### src/rtl/ram_pkg.sv
// Shared definitions for the parametrised synchronous RAM.
// Contents:
//   ram_state_e - sequencer state (clear sweep vs. normal access)
//   depth()     - number of words addressed by an address of the given width
package ram_pkg;

  typedef enum logic [0:0] {
    StClear,
    StIdle
  } ram_state_e;

  function automatic int unsigned depth(input int unsigned addr_w);
    return 32'd1 << addr_w;
  endfunction

endpackage

### src/rtl/ram_core.sv
// Plain single-port storage array: one write port and one registered read port.
// A read and a write to the same address on the same edge return the old word.
// Ports:
//   clk   - clock, rising edge
//   we    - write enable
//   waddr - write address
//   wdata - write data
//   raddr - read address, sampled every edge
//   rdata - registered read data
module ram_core #(
  parameter int unsigned WIDTH  = 16,
  parameter int unsigned ADDR_W = 3
) (
  input  logic              clk,
  input  logic              we,
  input  logic [ADDR_W-1:0] waddr,
  input  logic [WIDTH-1:0]  wdata,
  input  logic [ADDR_W-1:0] raddr,
  output logic [WIDTH-1:0]  rdata
);
  import ram_pkg::*;

  localparam int unsigned Depth = depth(ADDR_W);

  logic [WIDTH-1:0] mem [Depth];

  // Non-blocking update gives read-before-write on an address collision.
  always_ff @(posedge clk) begin
    if (we) begin
      mem[waddr] <= wdata;
    end
    rdata <= mem[raddr];
  end

endmodule

### src/rtl/ram_sync_param.sv
// Parametrised synchronous single-port RAM with registered read, a valid strobe,
// a held output value and a hardware clear sweep after reset or on request.
// Ports:
//   clk   - clock, rising edge
//   rst   - synchronous active-high reset; starts a clear sweep
//   e     - chip enable; gates w and r
//   w     - write request
//   r     - read request
//   clr   - start a clear sweep (single-cycle pulse)
//   addr  - word address
//   DIn   - write data
//   DOut  - read data, holds between reads
//   valid - DOut was updated by a read on the last edge
//   busy  - clear sweep in progress; requests are ignored
module ram_sync_param #(
  parameter int unsigned WIDTH  = 16,
  parameter int unsigned ADDR_W = 3
) (
  input  logic              clk,
  input  logic              rst,
  input  logic              e,
  input  logic              w,
  input  logic              r,
  input  logic              clr,
  input  logic [ADDR_W-1:0] addr,
  input  logic [WIDTH-1:0]  DIn,
  output logic [WIDTH-1:0]  DOut,
  output logic              valid,
  output logic              busy
);
  import ram_pkg::*;

  localparam int unsigned       Depth   = depth(ADDR_W);
  localparam logic [ADDR_W-1:0] PtrLast = ADDR_W'(Depth - 1);

  ram_state_e        state_q;
  logic [ADDR_W-1:0] ptr_q;
  logic              valid_q;
  logic [WIDTH-1:0]  hold_q;

  logic              sweep;
  logic              user_ok;
  logic              we;
  logic [ADDR_W-1:0] waddr;
  logic [WIDTH-1:0]  wdata;
  logic [WIDTH-1:0]  rdata;

  // Write-port mux: the sweep owns the port while clearing; user writes are
  // dropped under reset or a simultaneous clr.
  always_comb begin
    sweep   = (state_q == StClear);
    user_ok = (state_q == StIdle) & ~clr;
    we      = ~rst & (sweep | (user_ok & e & w));
    waddr   = sweep ? ptr_q : addr;
    wdata   = sweep ? '0 : DIn;
  end

  ram_core #(
    .WIDTH  (WIDTH),
    .ADDR_W (ADDR_W)
  ) u_core (
    .clk   (clk),
    .we    (we),
    .waddr (waddr),
    .wdata (wdata),
    .raddr (addr),
    .rdata (rdata)
  );

  always_ff @(posedge clk) begin
    if (rst) begin
      state_q <= StClear;
      ptr_q   <= '0;
      valid_q <= 1'b0;
      hold_q  <= '0;
    end else begin
      // Capture the last read word so DOut keeps it once valid drops.
      if (valid_q) begin
        hold_q <= rdata;
      end
      unique case (state_q)
        StClear: begin
          valid_q <= 1'b0;
          ptr_q   <= ptr_q + 1'b1;
          if (ptr_q == PtrLast) begin
            state_q <= StIdle;
          end
        end
        StIdle: begin
          if (clr) begin
            state_q <= StClear;
            ptr_q   <= '0;
            valid_q <= 1'b0;
          end else begin
            valid_q <= e & r;
          end
        end
      endcase
    end
  end

  // rdata is only fresh on the cycle after a read; otherwise show the held word.
  assign DOut  = valid_q ? rdata : hold_q;
  assign valid = valid_q;
  assign busy  = (state_q == StClear);

endmodule

### config.mk
export PLATFORM = sky130hd
export DESIGN_NAME = ram_sync_param
export DESIGN_NICKNAME = d
export VERILOG_FILES = /design/src/rtl/ram_pkg.sv /design/src/rtl/ram_core.sv /design/src/rtl/ram_sync_param.sv
export SDC_FILE = /design/constraint.sdc
export NUM_CORES = 1
export LEC_CHECK = 0
export ABC_AREA = 1
export BUFFER_PORTS_ARGS = -buffer_cell sky130_fd_sc_hd__buf_2
export CAP_MARGIN = 20
export CORE_ASPECT_RATIO = 0.6
export CORE_MARGIN = 2
export CORE_UTILIZATION = 65
export DETAILED_ROUTE_END_ITERATION = 7
export PLACE_DENSITY = 0.87
export RECOVER_POWER = 25
export SYNTH_ARGS = -nofsm -noshare
export SYNTH_HDL_FRONTEND = slang
export SYNTH_SLANG_ARGS = --single-unit
### constraint.sdc
create_clock -name clk -period 3.8 [get_ports clk]
set_input_delay 0.19 -clock clk [delete_from_list [all_inputs] [get_ports clk]]
set_output_delay 0.19 -clock clk [all_outputs]
set_load 0.005 [all_outputs]
==> results of run 1 <==
[Yosys cell counts, drive strengths merged]
cell      n
buf      26
nor2     10
nand3    74
clkinv    1
dfxtp    37
a21oi    19
clkbuf    4
nand2   288
ha        2
edfxtp  128
nand4     1
inv     152
o21ai     4
[layout make-up]
class / count / area (µm²) / share of cell area (%)
clock buffers: 19 / 433 / 5.48
multi-input cells: 398 / 1660 / 21.0
well taps: 139 / 174 / 2.20
repair buffers: 54 / 317 / 4.01
flip-flops and latches: 165 / 4580 / 58.0
inverters: 153 / 577 / 7.30
clock inverters: 13 / 155 / 1.96
[flip-flops by register name, summed over array words and instances, names as in the netlist]
name	flops
hold_q	16
valid	1
ptr_q	3
state_q	1
u_core.mem	128
u_core.rdata	16
[layer usage]
layer | GRT usage (%) | vias to the layer above
li1 | - | 2395
met5 | 0 | -
met3 | 6.76 | 30
met4 | 8.07 | 0
met1 | 44.1 | 2368
met2 | 48.2 | 338
[power groups by stage]
stage	sequential [mW]	clock [mW]	combinational, mW
3_5_place_dp	2.04	0	0.210
2_1_floorplan	2.04	0	0.147
3_3_place_gp	2.04	0	0.200
6_report	2.01	1.74	0.225
4_1_cts	2.01	1.74	0.216
5_1_grt	2.01	1.82	0.246
[kinds of logic after synthesis]
| logic type | Yosys count |
|---|---|
| compound gates | 23 |
| fa+ha+maj | 2 |
| buf+inv | 183 |
| flops | 165 |
| simple gates | 373 |
[final timing paths]
path	to	slack [ns]
worst max-delay path	u_core.mem[1][7]	0.99
worst min-delay path	valid	0.005
worst max register to register	u_core.mem[1][7]	0.99
worst min register to register	hold_q[7]	0.47
[tightest hold or removal path: cells and delay by family]
family / cells / cell delay [ns]
AND/OR/NAND/NOR: 2 / 0.11
buffers and inverters: 1 / 0.10
==> metrics, run 1 <==
status=complete, but fails checks; failing checks=capacitance limit; Reg clk slew, reported paths=0.07 ns; H-tree depth=4; DRT met1 WL=6800 µm; post-synth top area share=55.0%; largest family of logic cells by synthesized area=simple AND/OR/NAND/NOR gates; RR Startpoint=state_q; Resize count post-CTS=0; insertion delay to the later sink of the worst-skew pair=0.43 ns; Post-Place Worst Slack=1.63 ns; die span in x=138 µm; top cells by area, synth=edfxtp_1 (55%), nand2_1 (15%), dfxtp_1 (11%); Total Negative Setup Slacks=0 ns; first-pass GRT wire length=26000 µm; peak supply drop=0.000355 V; synthesis-to-layout area growth=13.1%; num rows=29; Post-route DRC=0; reg2reg path depth=6; commonest non-fill, non-tap cell in the layout=nand2_1; largest net degree at the start of global routing=65; mapped cell area=6990 µm²; CTS Buf Count=17; dominant cell type by area after synthesis=edfxtp_1; Worst path depth=6; Pins Over Slew Limit=0; area post-placement=7280 µm²; fillers=666; total die area=11600 µm²; Finished Cell Area=7900 µm²; Max Cap Violations=1; vias in the first global route=4909; Post-CTS Setup Repair Bufs=0; Post-Synth Adder-Cell Area=0.358%; Total GRT Usage=30.7%; crit path time final=2.81 ns; Max Buffers Root-to-Sink=2; P_sw=0.889 mW; fin worst setup slack=0.986 ns; layout cell share with drive strength beyond 1=11.6%; placed cell count=907; P_leak=3.87 nW; CP Launch Type=flip-flop; Clock Skew=0.00745 ns; Crit Path Max Fanout=24; DRT Pass-1 Iters=6; final core area utilization=75.1%; sw frac=22.4%; CTS tree=done; Most Frequent Cell on Critical Path=nand2_1; Sequential Power Share=50.5%; worst slew pin tran=1.50 ns; Met3 Wirelength=1880 µm; critical path's top delay family=buffers and inverters; crit path DAT=2.92 ns; WS Path Type=flip-flop to flip-flop; fmax=0.355 GHz; Antenna Violating Nets Remaining=0; # IOs=43; min-delay worst type=primary input to flip-flop; routed wire length=16700 µm; Hold Violations, Final=0; Max-Slew Margin vs Limit=0.0923%; Final period util=74.1%; area of the core=10500 µm²; Max Used Layer=met4; Initial Utilization=66.4%; HP Start=r; Hold Crit Depth=3; required time of the critical path=3.91 ns; CP peak stage delay=1.09 ns; post-synthesis xor/xnor area fraction=0%; Final Power=3.97 mW; critical path endpoint category=flip-flop; P_int=3.08 mW; hold_ws=0.00517 ns; syn nets=773; post-DR wirelength/cell=17.7 µm; crit-path cells=clkbuf_1 -> nand4_1 -> nand2_1 -> nand2_1 -> nor2_1 -> buf_4; Buf/Inv on CP=2; chip height=84.3 µm; final number of setup-violating endpoints=0; DR iter-0 viols=640; Final HPWL DP=10000 µm; Seq/Total Area, Yosys=65.6%; Gate power share=5.7%; slowest CP cell=clkbuf_1; WL met2=7710 µm; nets=816; Clock Power Share=43.8%; mux cell area share after synthesis=0%; Non-Filler Instances=941; commonest non-fill, non-tap cells in the layout=nand2_1 (284), inv_1 (149), edfxtp_1 (128); CP Launch Point=state_q; Post-Synth Simple-Gate Area=21.6%; RSZ-0062 raised after global routing=false; antenna violations before repair=0; sink count of the clock tree=165; Distinct cells, synth=20; GP Congestion=0.936; post-synthesis compound-gate area fraction=1.86%; PortBufs=42; flops & latches, synth=165; Yosys warning count=0; Synth Instances=746; vias per inst=5.45; via count=5131; PwrDens=503 nW/µm²; hold buffer count at CTS=0; syn avg cell area=9.36 µm²; gr ovfl total=0; ant diodes=0; root buf cell=clkbuf_16
Note: power is estimated with default switching activity, not from simulation.
==> inputs of run 2 (changes only) <==
--- a/config.mk
+++ b/config.mk
@@ -10,9 +10,9 @@
 export CAP_MARGIN = 20
 export CORE_ASPECT_RATIO = 0.6
 export CORE_MARGIN = 2
-export CORE_UTILIZATION = 65
+export CORE_UTILIZATION = 60
 export DETAILED_ROUTE_END_ITERATION = 7
-export PLACE_DENSITY = 0.87
+export PLACE_DENSITY = 0.82
 export RECOVER_POWER = 25
 export SYNTH_ARGS = -nofsm -noshare
 export SYNTH_HDL_FRONTEND = slang
==> constraint.sdc (replaced) <==
create_clock -name clk -period 2.9 [get_ports clk]
set_input_delay 0.145 -clock clk [delete_from_list [all_inputs] [get_ports clk]]
set_output_delay 0.145 -clock clk [all_outputs]
set_load 0.005 [all_outputs]
==> metrics, run 2 (synthesis results as in run 1) <==
fmax=0.499 GHz; Final HPWL DP=11100 µm; reg2reg path depth=6; sink count of the clock tree=165; GP Congestion=0.916; sw frac=21.8%; RSZ-0062 raised after global routing=false; Antenna Violating Nets Remaining=0; DR iter-0 viols=618; total die area=12600 µm²; first-pass GRT wire length=26300 µm; root buf cell=clkbuf_16; fillers=846; commonest non-fill, non-tap cell in the layout=nand2_1; Max Buffers Root-to-Sink=2; Total GRT Usage=29.7%; Clock Skew=0.00759 ns; Gate power share=5.5%; Buf/Inv on CP=3; Finished Cell Area=7970 µm²; Initial Utilization=61.6%; Clock Power Share=44.5%; Post-route DRC=0; num rows=30; WS Path Type=flip-flop to flip-flop; area of the core=11300 µm²; CTS Buf Count=17; min-delay worst type=primary input to flip-flop; Crit Path Max Fanout=21; Pins Over Slew Limit=0; biggest regs=u_core.mem (128), hold_q (16), u_core.rdata (16); Max Cap Violations=0; antenna violations before repair=1; vias in the first global route=4704; Post-CTS Setup Repair Bufs=0; final number of setup-violating endpoints=0; synthesis-to-layout area growth=14.1%; commonest non-fill, non-tap cells in the layout=nand2_1 (284), inv_1 (149), edfxtp_1 (128); FF+latch area=4580 µm²; layout cell share with drive strength beyond 1=11.7%; PwrDens=662 nW/µm²; slowest CP cell=dlygate4sd3_1; post-DR wirelength/cell=18.2 µm; P_leak=3.90 nW; PortBufs=42; CP peak stage delay=0.58 ns; RR Startpoint=state_q; status=finished clean; P_int=4.13 mW; via count=5147; required time of the critical path=3.26 ns; routed wire length=17600 µm; chip height=87.6 µm; Sequential Power Share=49.9%; Total Negative Setup Slacks=0 ns; insertion delay to the later sink of the worst-skew pair=0.42 ns; vias per inst=5.33; Reg clk slew, reported paths=0.06 ns; max reg flops=128; Multi-input gate area=1660 µm²; CP endpoint=valid; Max-Slew Margin vs Limit=27.0%; largest net degree at the start of global routing=65; nets=820; Final period util=69.1%; gr ovfl total=0; setup slack, reg-to-reg=0.90 ns; H-tree depth=4; CP Launch Point=state_q; # IOs=43; DRT Pass-1 Iters=5; CTS tree=done; area post-placement=7340 µm²; Worst path depth=6; critical path endpoint category=flip-flop; crit path time final=2.00 ns; CP Launch Type=flip-flop; worst slew pin tran=1.09 ns; peak supply drop=0.000510 V; die span in x=143 µm; crit-path cells=buf_4 -> inv_4 -> nor2_1 -> nand3_1 -> dlygate4sd3_1 -> nor2_1; Critical R2R Capture=valid; ant diodes=0; crit path DAT=2.36 ns; critical path's top delay family=buffers and inverters; Most Frequent Cell on Critical Path=nor2_1; P_sw=1.15 mW; largest reg by FF count=u_core.mem; Hold Violations, Final=0
## run 2: cell types whose count changed in the layout (fill, tap and decap cells not counted), moves of 2 or more
cell	delta
clkinv_4	+3
buf_4	+5
dlygate4sd3_1	+2
clkinvlp_4	-3
## run 2: layout make-up
cell class	count	share of cell area [%]
Clock inverter	14	2.31
Clock buffer	18	5.39
Timing Repair Buffer	58	4.19
Sequential cell	165	57.5
Inverter	153	7.24
Multi-Input combinational cell	398	20.8
Tap cell	160	2.51
## run 2: worst min path at each step
stage | start | to | slack, ns | depth (start not counted)
6_report | clr | state_q | 0.09 | 4
5_1_grt | clr | state_q | 0.1 | 4
4_1_cts | clr | state_q | 0.03 | 4
3_5_place_dp | r | valid | 0.39 | 3
3_3_place_gp | r | valid | 0.39 | 3
2_1_floorplan | e | valid | 0.28 | 2
## run 2: power groups by stage
stage / clock [mW] / sequential, mW / combinational [mW]
6_report: 2.35 / 2.64 / 0.292
5_1_grt: 2.46 / 2.64 / 0.322
4_1_cts: 2.35 / 2.63 / 0.287
3_5_place_dp: 0 / 2.68 / 0.279
3_3_place_gp: 0 / 2.68 / 0.272
2_1_floorplan: 0 / 2.67 / 0.192
## run 2: worst reg2reg max path: stages, from the launching register on
cell	delay, ns
dfxtp_1	0.36
buf_4	0.33
inv_4	0.12
nor2_1	0.35
nand3_1	0.11
dlygate4sd3_1	0.58
nor2_1	0.08
## run 2: metal layers
layer  vias up  GRT usage, %  routed length, µm
met2       304          45.2               7980
li1       2408             -                  -
met4         0          9.54                331
met3        37          8.86               2180
met1      2398          41.9               7120
met5         -             0                  0
## run 2: what timing repair did
action	4_1_cts	5_1_grt
gates resized for setup	0	0
endpoints found under the hold margin	1	0
hold buffers	2	0
## run 2: through the flow
stage,util (%),power (mW),hold slack [ns],cells,worst slack (ns)
2_1_floorplan,-,2.86,0.283,746,0.940
6_report,70.3,5.28,0.0885,966,0.897
5_1_grt,70.3,5.42,0.0977,966,0.797
4_1_cts,70.3,5.28,0.0287,966,0.984
3_3_place_gp,64.7,2.95,0.394,932,1.05
3_5_place_dp,64.7,2.96,0.394,932,1.01
